`src/rtl/press_classifier.sv`:
```
// press_classifier: turns debounced switch activity into short, long and double-click pulses plus a saturating press count.
module press_classifier #(
    parameter int LONG_CYCLES = 1000,
    parameter int GAP_CYCLES  = 300,
    parameter int CNT_W       = 16
) (
    input  logic             clk_i,
    input  logic             rst_i,
    input  logic             db_level_i,
    input  logic             db_tick_i,
    output logic             short_o,
    output logic             long_o,
    output logic             double_o,
    output logic [CNT_W-1:0] press_cnt_o,
    output logic             busy_o
);
    localparam int MAX_C = (LONG_CYCLES > GAP_CYCLES) ? LONG_CYCLES : GAP_CYCLES;
    localparam int TW = $clog2(MAX_C);
    localparam logic [TW-1:0] LONG_LAST = TW'(LONG_CYCLES - 1);
    localparam logic [TW-1:0] GAP_LAST  = TW'(GAP_CYCLES - 1);

    typedef enum logic [2:0] {IDLE, PRESSED, HELD, WAIT_GAP, SECOND} state_t;

    state_t        state, state_nxt;
    logic [TW-1:0] timer, timer_nxt;
    logic          short_nxt, long_nxt, double_nxt, count;

    always_comb begin
        state_nxt  = state;
        timer_nxt  = timer;
        short_nxt  = 1'b0;
        long_nxt   = 1'b0;
        double_nxt = 1'b0;
        count      = 1'b0;
        case (state)
            IDLE: if (db_tick_i) begin
                state_nxt = PRESSED;
                timer_nxt = '0;
                count     = 1'b1;
            end
            // release beats long expiry on the same edge
            PRESSED: if (!db_level_i) begin
                state_nxt = WAIT_GAP;
                timer_nxt = '0;
            end else if (timer == LONG_LAST) begin
                state_nxt = HELD;
                timer_nxt = '0;
                long_nxt  = 1'b1;
            end else begin
                timer_nxt = timer + TW'(1);
            end
            HELD: if (!db_level_i) begin
                state_nxt = IDLE;
                timer_nxt = '0;
            end
            // a second press beats gap expiry on the same edge
            WAIT_GAP: if (db_tick_i) begin
                state_nxt = SECOND;
                timer_nxt = '0;
                count     = 1'b1;
            end else if (timer == GAP_LAST) begin
                state_nxt = IDLE;
                timer_nxt = '0;
                short_nxt = 1'b1;
            end else begin
                timer_nxt = timer + TW'(1);
            end
            SECOND: if (!db_level_i) begin
                state_nxt  = IDLE;
                timer_nxt  = '0;
                double_nxt = 1'b1;
            end else if (timer == LONG_LAST) begin
                state_nxt  = HELD;
                timer_nxt  = '0;
                double_nxt = 1'b1;
            end else begin
                timer_nxt = timer + TW'(1);
            end
            default: begin
                state_nxt = IDLE;
                timer_nxt = '0;
            end
        endcase
    end

    always_ff @(posedge clk_i) begin
        if (rst_i) begin
            state       <= IDLE;
            timer       <= '0;
            short_o     <= 1'b0;
            long_o      <= 1'b0;
            double_o    <= 1'b0;
            press_cnt_o <= '0;
        end else begin
            state    <= state_nxt;
            timer    <= timer_nxt;
            short_o  <= short_nxt;
            long_o   <= long_nxt;
            double_o <= double_nxt;
            if (count && !(&press_cnt_o))
                press_cnt_o <= press_cnt_o + CNT_W'(1);
        end
    end

    assign busy_o = (state != IDLE);
endmodule

```
`config.mk`:
```
export PLATFORM = sky130hd
export DESIGN_NAME = press_classifier
export DESIGN_NICKNAME = d
export VERILOG_FILES = /design/src/rtl/press_classifier.sv
export SDC_FILE = /design/constraint.sdc
export NUM_CORES = 1
export LEC_CHECK = 0
export ABC_AREA = 1
export BUFFER_PORTS_ARGS = -buffer_cell sky130_fd_sc_hd__buf_2
export CORE_ASPECT_RATIO = 1.25
export CORE_MARGIN = 2
export CORE_UTILIZATION = 40
export CTS_BUF_LIST = sky130_fd_sc_hd__clkbuf_8 sky130_fd_sc_hd__clkbuf_16
export DETAILED_ROUTE_END_ITERATION = 7
export PLACE_DENSITY = 0.61
export SKIP_CTS_REPAIR_TIMING = 1
export SYNTH_ARGS = -nofsm -noshare
export SYNTH_HDL_FRONTEND = slang
export SYNTH_SLANG_ARGS = --single-unit
```
`constraint.sdc`:
```
create_clock -name clk_i -period 2.7 [get_ports clk_i]
set_input_delay 0.81 -clock clk_i [delete_from_list [all_inputs] [get_ports clk_i]]
set_output_delay 0.81 -clock clk_i [all_outputs]
set_load 0.1 [all_outputs]
```
==> run summary, run 1 <==
==================================================================================
Number of buffers added by the clock tree synthesis step ............            5
Worst-Margin Slew ...................................................     0.490 ns
Half-perimeter wire length after detailed placement .................      2.96 mm
Status .............................................................. finished, final reports clean
Hold path startpoint ................................................     timer[0]
Number of optimization iterations in the first detailed-route pass ..            4
Post-route standard cell area excluding fillers .....................    2050 um^2
Number of global-route vias before repair ...........................         1615
Filler instances ....................................................          486
Worst endpoint required time ........................................      1.89 ns
Num ports ...........................................................           24
Relative slew margins ...............................................        0.676
Cell total after placement ..........................................          342
Max-cap viol count ..................................................            0
Clock slew seen by the registers of the worst setup and hold paths ..      0.06 ns
Static leakage ......................................................     0.809 nW
Final Critical Period ...............................................      2.18 ns
Post-synth ARST share ...............................................            0
Ys Warns ............................................................            0
Cell area after synthesis ...........................................    1830 um^2
Syn nets ............................................................          271
Max IR drop VDD .....................................................     0.265 mV
Clk Tree Root Cell ..................................................     clkbuf_8
Share of final-layout standard cells stronger than drive strength 1 .        0.197
Clock buffer depth ..................................................            2
Cell area reported after detailed placement .........................    1980 um^2
Critical path origin ................................................     state[1]
Final #Nets .........................................................          297
Most instantiated library cell after synthesis ......................      nand2_1
Average detailed-routed wire length per instance ....................      11.4 um
Largest area contributor in the netlist .............................      dfxtp_1
Initial antenna violation count .....................................            0
Clock skew ..........................................................   0.00482 ns
Total track usage ...................................................        0.173
Die Width ...........................................................      64.4 um
Fin util ............................................................        0.466
CTS H-tree depth ....................................................            2
Clock latency at the later pin of the worst-skew pair ...............      0.28 ns
Share of synthesized area occupied by flip-flops and latches ........        0.351
Area growth syn-to-layout ...........................................        12.1%
Arrival time at the worst endpoint ..................................      1.37 ns
Remaining Overflow, GRT .............................................            0
Wire length of the first global-routing pass ........................      6.96 mm
Placeable Area ......................................................    4390 um^2
Peak clock frequency supported by timing ............................      458 MHz
Dominant synthesized flop cell ......................................      dfxtp_1
Synth unique cells ..................................................           29
Logic depth of the worst register-to-register path ..................            8
Iteration-0 DRC count of the detailed router ........................           90
Post-synthesis area per instance ....................................    6.89 um^2
Height of the die ...................................................      79.6 um
Total count of max-transition violations in the final report ........            0
Number of antenna repair diodes .....................................            0
Number of instances in the synthesized netlist ......................          265
Detailed-route via count ............................................         1682
Kind of launch point of the worst setup path ........................         flop
Synthesis-stage register bit count ..................................           32
Type of the tightest min-delay check ................................ flop to flop
Number of non-filler instances in the completed layout ..............          347
Ranking of synthesized cells by instance count ...................... nand2_1, nor2_1, dfxtp_1
PwrDens .............................................................  487 nW/um^2
Area fraction of the dominant cell type after synthesis .............        0.351
Number of synthesized flops with an enable pin ......................            0
Share of the clock period used by the worst path ....................        0.809
Count of final setup violators ......................................            0
Critical path class ................................................. flop to output port
Num Clock Sinks .....................................................           32
Total of buffers placed on input and output ports ...................           23
DR vias/cell ........................................................         4.85
Final Hold Violating Endpoints ......................................            0
Maximum net fanout on the critical path .............................            7
Worst hold path stage count .........................................            2
Starting density of the core ........................................        0.416
Maximum number of pins on one net before global-route repair ........           19
Wire length reported by the detailed router .........................      3.95 mm
RSZ-0062 raised after global routing ................................           no
CTS tree ............................................................         done
Die Area ............................................................    5130 um^2
Post-route ant nets .................................................            0
Worst setup EP type .................................................  output port
Reg-to-reg startpoint ............................................... press_cnt_o[0]
Final routed DRC violation total ....................................            0
Standard-cell rows ..................................................           27
Routability Congestion ..............................................        0.906
Setup TNS ...........................................................         0 ns
Top cells by area in the synthesized netlist ........................ dfxtp_1, nand2_1, nor2_1
==================================================================================
metal layers:
metal	track usage	share of wire
met4	0.0851	0.029
met2	0.308	0.47
met1	0.192	0.46
met5	0	0
met3	0.0409	0.039
cells by family (layout without fill, tap and decap cells):
group | count (synthesis) | in the layout | share of synthesized area
AND/OR/NAND/NOR | 156 | 156 | 0.377
buffers and inverters | 33 | 57 | 0.0815
flip-flops | 32 | 32 | 0.351
AO/OA/AOI/OAI | 28 | 28 | 0.109
XOR/XNOR | 13 | 13 | 0.0623
adder cells (fa/ha/maj) | 2 | 2 | 0.0137
multiplexers | 1 | 1 | 0.00548
cell type report:
class	instances	area, um^2	area share
inverter	28	105	0.0513
sequential	32	641	0.313
clock buffer	5	68.8	0.0336
multi-input combinational	200	1040	0.507
timing repair buffer	24	123	0.0599
tap	58	72.6	0.0355
path summary, 6_finish.rpt:
| kind | to | slack [ns] |
|---|---|---|
| worst max-delay path | busy_o | 0.52 |
| worst min-delay path | timer[0] | 0.50 |
| worst min register to register | timer[0] | 0.50 |
| worst max register to register | press_cnt_o[7] | 0.69 |
critical path: stages, from the launching register on:
cell,delay [ns]
dfxtp_1,0.44
nor2_1,0.10
nand2_2,0.11
buf_2,0.44
cells in the final DEF, fill, tap and decap left out, drive strengths merged, types with 7 or more instances in the layout:
cell / n
nor2: 38
o21ai: 7
a21oi: 20
inv: 28
nand3: 21
buf: 24
dfxtp: 32
nand2: 79
xor2: 10
nor3: 8
report_power, final:
part	total [mW]	switching [mW]	internal, mW
combinational	0.170	0.134	0.0365
sequential	0.498	0.0149	0.483
clock	0.329	0.163	0.166
state kept, by name (all words and copies together), names as in the netlist:
register / cells
state: 3
timer: 10
short_o: 1
press_cnt_o: 16
long_o: 1
double_o: 1
metrics by stage:
stage          worst slack [ns]  hold slack (ns)  power, mW
2_1_floorplan             0.377            0.465      0.657
3_3_place_gp              0.628            0.481      0.679
3_5_place_dp              0.577            0.488      0.678
4_1_cts                   0.509            0.498       1.01
5_1_grt                   0.447            0.533       1.04
6_report                  0.515            0.496      0.996
(Power assumes the default switching activity.)
==> run 2: changes to the inputs <==
- PLACE_DENSITY: 0.61 -> 0.63
- clock period: 2.7 -> 1.9 ns (I/O delays scaled with it)
==> run summary, run 2 (synthesized netlist as in run 1, its figures left out) <==
==================================================================================
Status .............................................................. finished, final reports clean
Number of global-route vias before repair ...........................         1680
Remaining Overflow, GRT .............................................            0
Arrival time at the worst endpoint ..................................      1.14 ns
Total track usage ...................................................        0.183
Standard-cell rows ..................................................           27
Half-perimeter wire length after detailed placement .................      3.10 mm
Cell area reported after detailed placement .........................    2050 um^2
Final setup margin ..................................................     0.187 ns
Leading registers by flop count ..................................... press_cnt_o: 16 flops, timer: 10 flops, state: 3 flops
Maximum net fanout on the critical path .............................            6
Critical path class ................................................. flop to output port
Number of antenna repair diodes .....................................            0
Iteration-0 DRC count of the detailed router ........................           77
Area growth syn-to-layout ...........................................        17.3%
Worst endpoint required time ........................................      1.33 ns
Highest-count cells in the layout ignoring fill and taps ............ nand2_1, nor2_1, inv_1
Static leakage ......................................................     0.850 nW
Wire length reported by the detailed router .........................      4.14 mm
Detailed-route via count ............................................         1771
Filler instances ....................................................          454
Setup TNS ...........................................................         0 ns
Peak clock frequency supported by timing ............................      584 MHz
Post-route ant nets .................................................            0
Post-placement worst setup slack ....................................     0.114 ns
Clock buffer depth ..................................................            2
Max IR drop VDD .....................................................     0.360 mV
Die Area ............................................................    5130 um^2
Clock latency at the later pin of the worst-skew pair ...............      0.29 ns
Relative slew margins ...............................................        0.674
Kind of launch point of the worst setup path ........................         flop
DR vias/cell ........................................................         5.05
Clk Tree Root Cell ..................................................     clkbuf_8
Count of final setup violators ......................................            0
Fin util ............................................................        0.488
CTS tree ............................................................         done
Final routed DRC violation total ....................................            0
Amount of wire on met3 after detailed routing .......................       193 um
CTS H-tree depth ....................................................            2
Max-cap viol count ..................................................            0
RSZ-0062 raised after global routing ................................           no
Post-Route M1 WL ....................................................      1.83 mm
Type of the tightest min-delay check ................................ flop to flop
Max reg flops .......................................................           16
Height of the die ...................................................      79.6 um
Sum of met2 wire segment lengths after detailed routing .............      2.00 mm
Wire length of the first global-routing pass ........................      7.33 mm
Final #Nets .........................................................          299
Final Critical Period ...............................................      1.71 ns
Num Clock Sinks .....................................................           32
Top routing layer used ..............................................         met4
Share of the clock period used by the worst path ....................        0.902
Total count of max-transition violations in the final report ........            0
Routability Congestion ..............................................        0.850
Maximum number of pins on one net before global-route repair ........           13
Placeable Area ......................................................    4390 um^2
Number of optimization iterations in the first detailed-route pass ..            4
Total of buffers placed on input and output ports ...................           23
Number of buffers added by the clock tree synthesis step ............            5
Num ports ...........................................................           24
Post-route standard cell area excluding fillers .....................    2140 um^2
Share of final-layout standard cells stronger than drive strength 1 .        0.263
Final Hold Violating Endpoints ......................................            0
Clock skew ..........................................................   0.00491 ns
Worst setup EP type .................................................  output port
PwrDens .............................................................  727 nW/um^2
Worst-Margin Slew ...................................................     0.492 ns
Die Width ...........................................................      64.4 um
Average detailed-routed wire length per instance ....................      11.8 um
Initial antenna violation count .....................................            0
Most common cell after layout, fill and taps aside ..................      nand2_1
Starting density of the core ........................................        0.416
Clock slew seen by the registers of the worst setup and hold paths ..      0.07 ns
Register bank with the most flops ...................................  press_cnt_o
==================================================================================
-- run 2: cell count changes in the layout (fill, tap and decap cells not counted) --
cell / previous run / this run
buf_12: 0 / 2
clkbuf_8: 5 / 7
buf_2: 23 / 22
dfxtp_1: 32 / 16
dfxtp_2: 0 / 14
dfxtp_4: 0 / 2
buf_4: 1 / 2
-- run 2: worst paths after layout --
kind / from / end / slack (ns) / cells past startpoint
setup / recovery: state[0] / busy_o / 0.19 / 3
hold / removal: timer[0] / timer[0] / 0.50 / 2
setup reg to reg: press_cnt_o[0] / press_cnt_o[2] / 0.24 / 9
hold reg to reg: timer[0] / timer[0] / 0.50 / 2
-- run 2: area by class of cell --
class,instances,area [um^2],area share
repair buffers,26,165,0.0771
well taps,58,72.6,0.0339
multi-input cells,200,1040,0.484
flip-flops and latches,32,666,0.311
inverters,28,105,0.0491
clock buffers,7,96.3,0.0450
-- run 2: power by group --
group	internal [mW]	leakage, nW	total (mW)	switching (mW)
combinational	0.0783	0.533	0.275	0.197
sequential	0.687	0.267	0.708	0.0208
clock	0.322	0.0503	0.574	0.251
-- run 2: metrics by stage --
step | std cells | power, mW | hold WS [ns]
finish | 351 | 1.56 | 0.497
global route | 351 | 1.63 | 0.526
CTS | 351 | 1.59 | 0.500
detailed placement | 344 | 0.999 | 0.489
global placement | 344 | 0.996 | 0.479
floorplan | 265 | 0.935 | 0.465
-- run 2: worst max-delay path: stages, from the launching register on --
cell	delay [ns]
dfxtp_1	0.36
nor2_1	0.18
nand2_2	0.13
buf_12	0.19
-- run 2: routing by layer --
metal	GRT usage	vias to the layer above
met3	0.0423	12
met5	0	-
li1	-	899
met2	0.322	40
met1	0.203	820
met4	0.100	0
